--- config.mk ---
export PLATFORM = sky130hd
export DESIGN_NAME = oclib_fpga_serial_stream_flat
export DESIGN_NICKNAME = d
export VERILOG_FILES = /design/src/rtl/oclib_fpga_serial_stream_if.sv /design/src/rtl/oclib_fpga_serial_stream.sv /design/src/flat_wrapper.sv
export SDC_FILE = /design/constraint.sdc
export NUM_CORES = 1
export LEC_CHECK = 0
export ABC_AREA = 0
export BUFFER_PORTS_ARGS = -buffer_cell sky130_fd_sc_hd__buf_4
export CAP_MARGIN = 20
export CORE_MARGIN = 4
export CORE_UTILIZATION = 47
export CTS_CLUSTER_DIAMETER = 50
export DETAILED_ROUTE_END_ITERATION = 7
export HOLD_SLACK_MARGIN = 0.08
export PLACE_DENSITY = 0.79
export SLEW_MARGIN = 20
export SYNTH_ARGS = -nofsm -noshare
export SYNTH_HDL_FRONTEND = slang
export SYNTH_SLANG_ARGS = --single-unit
--- constraint.sdc ---
create_clock -name clock -period 3 [get_ports clock]
set_input_delay 0.9 -clock clock [delete_from_list [all_inputs] [get_ports clock]]
set_output_delay 0.9 -clock clock [all_outputs]
set_load 0.01 [all_outputs]
--- src/rtl/oclib_fpga_serial_stream_if.sv ---
// Byte-wide valid/ready stream carrying the framed serial number.
interface oclib_fpga_serial_stream_if;
  logic [7:0] out_data;
  logic       out_valid;
  logic       out_ready;
  logic       out_last;

  modport master (output out_data, output out_valid, output out_last, input out_ready);
  modport slave  (input out_data, input out_valid, input out_last, output out_ready);
endinterface

--- src/rtl/oclib_fpga_serial_stream.sv ---
// Latches the FPGA serial number once it has settled after reset and emits it as a
// framed byte stream: header, serial bytes LS-first, CRC-8/SMBUS over the serial bytes.
module oclib_fpga_serial_stream #(
  parameter int unsigned SerialBits   = 96,
  parameter int unsigned SettleCycles = 128,
  parameter logic [7:0]  HeaderByte   = 8'hA5
) (
  input  logic                          clock,
  input  logic                          reset_n,
  input  logic [SerialBits-1:0]         serial,
  input  logic                          request,
  oclib_fpga_serial_stream_if.master    stream,
  output logic                          serial_ready,
  output logic [SerialBits-1:0]         serial_latched
);

  localparam int unsigned NumBytes = (SerialBits + 7) / 8;
  localparam int unsigned PadBits  = NumBytes * 8;
  localparam int unsigned IdxW     = (NumBytes > 1) ? $clog2(NumBytes) : 1;
  localparam int unsigned CntW     = (SettleCycles > 1) ? $clog2(SettleCycles) : 1;

  localparam logic [IdxW-1:0] IdxLast = IdxW'(NumBytes - 1);
  localparam logic [CntW-1:0] CntLast = CntW'(SettleCycles - 1);

  localparam logic [2:0] ST_SETTLE = 3'd0;
  localparam logic [2:0] ST_IDLE   = 3'd1;
  localparam logic [2:0] ST_HDR    = 3'd2;
  localparam logic [2:0] ST_DATA   = 3'd3;
  localparam logic [2:0] ST_CRC    = 3'd4;

  logic [2:0]            state_q,   state_d;
  logic [CntW-1:0]       cnt_q,     cnt_d;
  logic                  pending_q, pending_d;
  logic [7:0]            crc_q,     crc_d;
  logic [IdxW-1:0]       idx_q,     idx_d;
  logic [SerialBits-1:0] latched_q, latched_d;
  logic                  sready_q,  sready_d;
  logic [7:0]            data_q,    data_d;
  logic                  valid_q,   valid_d;
  logic                  last_q,    last_d;

  logic [PadBits-1:0]    padded_c;
  logic                  accept_c;

  // Zero-extend to whole bytes so the MS byte reads padded with zeros.
  assign padded_c = PadBits'(latched_q);
  assign accept_c = valid_q && stream.out_ready;

  function automatic logic [7:0] byte_at(input logic [PadBits-1:0] vec, input logic [IdxW-1:0] i);
    return vec[i*8 +: 8];
  endfunction

  // CRC-8, poly 0x07, MSB-first, no reflection, no final XOR.
  function automatic logic [7:0] crc8_upd(input logic [7:0] crc, input logic [7:0] din);
    logic [7:0] c;
    c = crc ^ din;
    for (int b = 0; b < 8; b++) begin
      c = c[7] ? ((c << 1) ^ 8'h07) : (c << 1);
    end
    return c;
  endfunction

  always_comb begin
    state_d   = state_q;
    cnt_d     = cnt_q;
    pending_d = pending_q;
    crc_d     = crc_q;
    idx_d     = idx_q;
    latched_d = latched_q;
    sready_d  = sready_q;
    data_d    = data_q;
    valid_d   = valid_q;
    last_d    = last_q;

    case (state_q)
      ST_SETTLE: begin
        cnt_d = cnt_q + CntW'(1);
        if (cnt_q == CntLast) begin
          latched_d = serial;
          sready_d  = 1'b1;
          pending_d = 1'b1;
          state_d   = ST_IDLE;
        end
      end
      ST_IDLE: begin
        if (pending_q) begin
          pending_d = 1'b0;
          crc_d     = 8'h00;
          idx_d     = '0;
          data_d    = HeaderByte;
          valid_d   = 1'b1;
          last_d    = 1'b0;
          state_d   = ST_HDR;
        end
      end
      ST_HDR: begin
        if (accept_c) begin
          idx_d   = '0;
          data_d  = byte_at(padded_c, IdxW'(0));
          state_d = ST_DATA;
        end
      end
      ST_DATA: begin
        if (accept_c) begin
          crc_d = crc8_upd(crc_q, data_q);
          if (idx_q == IdxLast) begin
            data_d  = crc_d;
            last_d  = 1'b1;
            state_d = ST_CRC;
          end else begin
            idx_d  = idx_q + IdxW'(1);
            data_d = byte_at(padded_c, idx_q + IdxW'(1));
          end
        end
      end
      ST_CRC: begin
        if (accept_c) begin
          valid_d = 1'b0;
          last_d  = 1'b0;
          data_d  = 8'h00;
          state_d = ST_IDLE;
        end
      end
      default: state_d = ST_SETTLE;
    endcase

    // A request in any state (even the servicing edge) leaves one frame owed.
    if (request) pending_d = 1'b1;
  end

  always_ff @(posedge clock or negedge reset_n) begin
    if (!reset_n) begin
      state_q   <= ST_SETTLE;
      cnt_q     <= '0;
      pending_q <= 1'b0;
      crc_q     <= 8'h00;
      idx_q     <= '0;
      latched_q <= '0;
      sready_q  <= 1'b0;
      data_q    <= 8'h00;
      valid_q   <= 1'b0;
      last_q    <= 1'b0;
    end else begin
      state_q   <= state_d;
      cnt_q     <= cnt_d;
      pending_q <= pending_d;
      crc_q     <= crc_d;
      idx_q     <= idx_d;
      latched_q <= latched_d;
      sready_q  <= sready_d;
      data_q    <= data_d;
      valid_q   <= valid_d;
      last_q    <= last_d;
    end
  end

  assign stream.out_data  = data_q;
  assign stream.out_valid = valid_q;
  assign stream.out_last  = last_q;
  assign serial_ready     = sready_q;
  assign serial_latched   = latched_q;

endmodule

--- src/flat_wrapper.sv ---
// flat-port wrapper written by rule: the top's interface ports become plain ports
module oclib_fpga_serial_stream_flat 
#(
  parameter int unsigned SerialBits   = 96,
  parameter int unsigned SettleCycles = 128,
  parameter logic [7:0]  HeaderByte   = 8'hA5
)
  (clock, reset_n, serial, request, serial_ready, serial_latched, stream_out_data, stream_out_valid, stream_out_last, stream_out_ready);
  oclib_fpga_serial_stream_if stream_i ();
  input  logic clock;
  input  logic reset_n;
  input  logic [SerialBits-1:0] serial;
  input  logic request;
  output logic serial_ready;
  output logic [SerialBits-1:0] serial_latched;
  output wire logic [$bits(stream_i.out_data)-1:0] stream_out_data;
  output wire logic [$bits(stream_i.out_valid)-1:0] stream_out_valid;
  output wire logic [$bits(stream_i.out_last)-1:0] stream_out_last;
  input wire logic [$bits(stream_i.out_ready)-1:0] stream_out_ready;
  assign stream_out_data = stream_i.out_data;
  assign stream_out_valid = stream_i.out_valid;
  assign stream_out_last = stream_i.out_last;
  assign stream_i.out_ready = stream_out_ready;
  oclib_fpga_serial_stream #(.SerialBits(SerialBits), .SettleCycles(SettleCycles), .HeaderByte(HeaderByte)) u_core (.clock(clock), .reset_n(reset_n), .serial(serial), .request(request), .stream(stream_i), .serial_ready(serial_ready), .serial_latched(serial_latched));
endmodule
== Word-level counts from Yosys, hierarchy flattened ==
Cells that the tools add are included.

* Flip-flop bits (word level): 130
* Input bits: 100
* Output and inout bits: 107
* Word-level logic and storage cells: 91

* Add/sub/neg operators: 2
* Eq/ne operators: 14
* Shift operators: 1
* Multiplexer cells: 39
* Bitwise logic cells: 9
* Reductions and logical operators: 16

{| class="wikitable"
|+ Operators by type and width
! cell !! number
|-
| indexed part select 96 x 8 -> 8 bit || 1
|-
| 2-to-1 mux 8 bit || 7
|-
| 2-to-1 mux 3 bit || 14
|-
| case mux 8 bit (4 select lines) || 1
|-
| inverter 3 bit || 8
|-
| 2-to-1 mux 4 bit || 4
|-
| case mux 8 bit (2 select lines) || 1
|-
| case mux 3 bit (5 select lines) || 1
|-
| AND reduction 5 bit || 3
|-
| inequality test 2 x 1 -> 1 bit (second input constant) || 6
|-
| case mux 4 bit (3 select lines) || 1
|-
| nonzero test 3 bit || 3
|-
| XOR 8 bit || 1
|-
| adder 7 x 1 -> 7 bit (second input constant) || 1
|-
| == test 7 bit (second input constant) || 1
|-
| 2-to-1 mux 1 bit || 7
|-
| == test 3 x 2 -> 1 bit (second input constant) || 2
|-
| AND reduction 3 bit || 2
|-
| AND reduction 6 bit || 1
|-
| adder 4 x 1 -> 4 bit (second input constant) || 1
|-
| == test 4 bit (second input constant) || 1
|-
| case mux 1 bit (2 select lines) || 2
|-
| AND reduction 2 bit || 2
|-
| nonzero test 2 bit || 2
|-
| other kinds (8) || 8
|}

== Depth between registers and ports, before layout ==
* Word-level depth: 20
* Depth in mapped cells: 8
* Gate-level depth less buffers: 6

== Least setup slack after synthesis ==
No wires, ideal clock.

* Path type: input to register
* From: input stream_out_ready
* To: register u_core.crc_q[1]
* Setup time: 0.121 ns
* Data arrival time: 1.962 ns
* Data required time: 2.879 ns
* Path slack: 0.917 ns
* Stages on the path: 6
* Path buffers: 2
* Cells stage by stage: and2_1 > clkbuf_1 > a21oi_1 > or3_1 > clkbuf_1 > a22o_1

* Cells in the longest elaborated chain, start to end: 3

{| class="wikitable"
|+ Ends and longest elaborated chain
! what !! RTL line !! RTL
|-
| start, declared || flat_wrapper.sv:19 || <nowiki>input wire logic [$bits(stream_i.out_ready)-1:0] stream_out_ready;</nowiki>
|-
| logical AND 1 bit || oclib_fpga_serial_stream.sv:47 || <nowiki>assign accept_c = valid_q && stream.out_ready;</nowiki>
|-
| inequality test 2 x 1 -> 1 bit (no line) || - ||
|-
| AND reduction 3 bit (no line) || - ||
|-
| end signal, assigned || oclib_fpga_serial_stream.sv:147 || <nowiki>crc_q <= crc_d;</nowiki>
|-
| end, declared || oclib_fpga_serial_stream.sv:34 || <nowiki>logic [7:0] crc_q, crc_d;</nowiki>
|}

No other way between the ends.
A chain may end at the register's enable or synchronous reset.

== Final worst setup path ==
* From: register u_core.idx_q[0]
* To: register u_core.data_q[1], in the netlist u_core.stream.out_data[1]

* Cells in the longest elaborated chain, start to end: 5
* Elaborated cells on any way between the ends: 6
* Classes of those cells: add/sub (1); eq/ne (1); shift (1); mux (3)

{| class="wikitable"
|+ Ends and longest elaborated chain
! what !! RTL line !! RTL
|-
| start, declared || oclib_fpga_serial_stream.sv:35 || <nowiki>logic [IdxW-1:0] idx_q, idx_d;</nowiki>
|-
| start signal, assigned || oclib_fpga_serial_stream.sv:148 || <nowiki>idx_q <= idx_d;</nowiki>
|-
| adder 4 x 1 -> 4 bit || oclib_fpga_serial_stream.sv:112 || <nowiki>data_d = byte_at(padded_c, idx_q + IdxW'(1));</nowiki>
|-
| indexed part select 96 x 8 -> 8 bit || oclib_fpga_serial_stream.sv:50 || <nowiki>return vec[i*8 +: 8];</nowiki>
|-
| 2-to-1 mux 8 bit (*) || oclib_fpga_serial_stream.sv:106 || <nowiki>if (idx_q == IdxLast) begin</nowiki>
|-
| 2-to-1 mux 8 bit (*) || oclib_fpga_serial_stream.sv:104 || <nowiki>if (accept_c) begin</nowiki>
|-
| case mux 8 bit (4 select lines) (*) || oclib_fpga_serial_stream.sv:75 || <nowiki>case (state_q)</nowiki>
|-
| end signal, assigned || oclib_fpga_serial_stream.sv:151 || <nowiki>data_q <= data_d;</nowiki>
|-
| end, declared || oclib_fpga_serial_stream.sv:38 || <nowiki>logic [7:0] data_q, data_d;</nowiki>
|}

Every way passes the cells marked *; elsewhere a longest branch is shown, timed or not. The select of a mux whose other input is x is not followed.

==> metrics.cfg <==
[grt]
grt_pass1_vias=5027
track_usage=0.223
grt_max_degree=99
grt_pass1_wl_um=27400
antenna_found_initial=0
gr-total-overflow=0

[worst_setup_path]
regToRegSetupSlack_ns=0.64
r2r_start=u_core.idx_q[0]$_DFFE_PN0P_
arrival_ns=2.64
reg2regPathDepth=6
crit_path_max_fanout=16
crit_chain=ha_1, buf_4, mux4_1, mux2_2, a222oi_1, o21ai_0
max_stage_delay_ns=0.54
rr_endpoint=u_core.stream.out_data[1]$_DFFE_PN0P_
cp-end-kind=register
critPathRequiredTime_ns=3.28
cp-start-kind=register
cpMaxStageDelayCell=ha_1
crit_type=reg2reg
worstSetupStartpoint=u_core.idx_q[0]$_DFFE_PN0P_
setup.worst_path.end=u_core.stream.out_data[1]$_DFFE_PN0P_

[synthesis]
async_flop_share=1.00
synth_cell_types=57
yosysWarnings=0
synth_area_per_cell_um2=13.9
ys_ff_latch=130
synth_fp_nets=558
ys_seq_area_frac=0.512
ys.flop_type=dfrtp_1
syn_inst=456
syn_area_um2=6350
synth_edf_count=0

[sta]
worst_pin_slew_ns=0.657
clock.fmax_ghz=0.424
finalHoldViolCount=0
max_slew_margin=0.559
tns_ns=0
rsz0062_at_grt=no
slew_viol_final=0
min_period_ns=2.36
period_share=0.787
finalWorstSetupSlack_ns=0.640
setup_viol=0
skew_ns=0.00613

[die]
io_pins=207
die_w_um=124
coreArea_um2=13200
num_rows=42
die_area_um2=15400
fp.dieH_um=124
initial_utilization=0.480

[hold_path]
min_path_type=in2async

[finish]
fin_nets=766
antenna_cells=0
stdcell_area_um2=8650
nFillCells=988
stdcell_count=853
fin_util=0.653
area_delta_synth_final_pct=36.1
drive_above_1_share=0.541

[power]
p_switching_uw=974
p_seq_frac=0.441
power.leakage_uw=0.00383
vdd.ir_drop.worst_mv=0.368
combPwrFrac=0.089
p_int_uw=3300
p_per_area_nw_per_um2=495
sw_frac_of_total=0.228
p_clk_frac=0.471

[route]
vias=4698
drc_errors=0
wl_per_cell_um=20.0
dr.first_iter.drc_count=313
viasPerCell=5.51
firstDrtPassIters=6
wl_um=17000
detail-route-antenna-nets=0

[clock_tree]
clk_pin_slew_worst_paths_ns=0.06
cts_tree=built
h-tree-depth=4
cts_setup_buffers=0
clockRootBuffer=clkbuf_16
clock_path_buffers=2
cts-resized-gates=0
hold_buffers=0
cts_buffers=17
cts.sinks=130
clk_latency_ns=0.41

[placed_design]
place_worst_setup_slack_ns=0.655
placed_area_um2=8070
place_congestion=0.860
io_buffers=206
hpwl_um=12700
dp_cells=821

[run_status]
status=finished clean

[job]
drv_cap=0

## layout by cell type, fill, tap and decap left out, drive strengths merged, types with 3 or more instances in the layout
cell type / netlist / final
mux2i: 4 / 4
mux4: 24 / 24
dfrtp: 130 / 130
nor2: 12 / 12
clkinvlp: 0 / 3
a22oi: 5 / 5
inv: 8 / 10
clkbuf: 5 / 20
o22ai: 6 / 6
mux2: 102 / 102
clkinv: 0 / 5
nor3: 4 / 4
o21ai: 9 / 9
xor2: 6 / 6
a32oi: 3 / 3
nand3b: 5 / 5
a22o: 4 / 4
buf: 19 / 213
nand2: 21 / 21
xnor2: 26 / 26
nand3: 5 / 5
a21oi: 14 / 14
a221oi: 5 / 5
a21o: 5 / 5
## logic make-up (layout without fill, tap and decap cells)
family / Yosys count / count (layout) / synth area share
flops: 130 / 130 / 0.512
fa+ha+maj: 2 / 2 / 0.00394
mux: 130 / 130 / 0.280
buf+inv: 32 / 253 / 0.0270
compound gates: 63 / 63 / 0.0693
xor+xnor: 33 / 33 / 0.0518
simple gates: 66 / 66 / 0.0563
## per-layer routing
layer,track usage,part of all wire,routed length [µm],up-vias
met3,0.0622,0.068,1160,26
li1,-,-,-,2126
met4,0.0761,0.020,336,0
met2,0.377,0.52,8780,188
met5,0,0,0,-
met1,0.277,0.40,6740,2358
## through the flow
step                      hold slack [ns]  power (µW)
final                               0.407        4280
after global routing                0.416        4420
after CTS                           0.406        4310
after detailed placement            0.458        2300
after global placement              0.455        2290
after floorplan                     0.445        2010
## critical path, delay by kind of cell (launching register included)
kind            cells  cell delay, ns
compound gates      2            0.32
fa+ha+maj           1            0.54
buf+inv             1            0.33
flops               1            0.41
mux                 2            0.63
## sequential cells by signal (all words and copies together), names as in the netlist
register	cells
u_core.pending_q	1
u_core.idx_q	4
u_core.serial_latched	96
u_core.stream.out_data	8
u_core.stream.out_last	1
u_core.stream.out_valid	1
u_core.crc_q	8
u_core.cnt_q	7
u_core.serial_ready	1
u_core.state_q	3
## power groups by stage
stage                     logic [µW]  registers (µW)  clock network, µW
after global placement           375            1910                  0
after global routing             410            1890               2120
after detailed placement         383            1910                  0
after CTS                        386            1880               2040
after floorplan                 84.6            1920                  0
final                            379            1880               2010
## Yosys cell counts (3+ instances only)
cell / n / area, µm²
mux4_1: 13 / 342
a32oi_1: 3 / 26.3
inv_1: 8 / 30.0
a21oi_1: 14 / 70.1
buf_1: 7 / 26.3
xor2_1: 5 / 43.8
nand3b_1: 5 / 37.5
buf_6: 5 / 56.3
mux2_2: 101 / 1140
a221oi_1: 5 / 43.8
nor2_1: 12 / 45.0
a22o_1: 4 / 35.0
xnor2_1: 25 / 219
nand2_1: 21 / 78.8
a22oi_1: 5 / 37.5
clkbuf_1: 5 / 18.8
mux2i_1: 4 / 40.0
nand3_1: 4 / 20.0
a21o_1: 5 / 37.5
o22ai_1: 6 / 37.5
nor3_1: 3 / 15.0
dfrtp_1: 130 / 3250
buf_2: 5 / 25.0
o21ai_0: 9 / 45.0
mux4_2: 11 / 248
## worst min path at each step
| stage | start | end | slack (ns) | depth (start not counted) |
|---|---|---|---|---|
| after floorplan | u_core.cnt_q[5]$_DFFE_PN0P_ | u_core.cnt_q[5]$_DFFE_PN0P_ | 0.45 | 1 |
| after global placement | u_core.serial_ready$_DFFE_PN0P_ | u_core.serial_ready$_DFFE_PN0P_ | 0.45 | 1 |
| after detailed placement | u_core.serial_ready$_DFFE_PN0P_ | u_core.serial_ready$_DFFE_PN0P_ | 0.46 | 1 |
| after CTS | reset_n | u_core.serial_latched[88]$_DFFE_PN0P_ | 0.41 | 1 |
| after global routing | reset_n | u_core.serial_latched[88]$_DFFE_PN0P_ | 0.42 | 1 |
| final | reset_n | u_core.serial_latched[88]$_DFFE_PN0P_ | 0.41 | 1 |
## area by class of cell
cell class                 instances  area (µm²)  share of cell area
clock buffer                      20         447              0.0517
inverter                           8        30.0             0.00347
sequential                       130        3250               0.376
tap                              176         220              0.0255
timing repair buffer             213        1620               0.188
clock inverter                    12         133              0.0153
multi-input combinational        294        2940               0.340
Note: power is estimated with default switching activity, not from simulation.
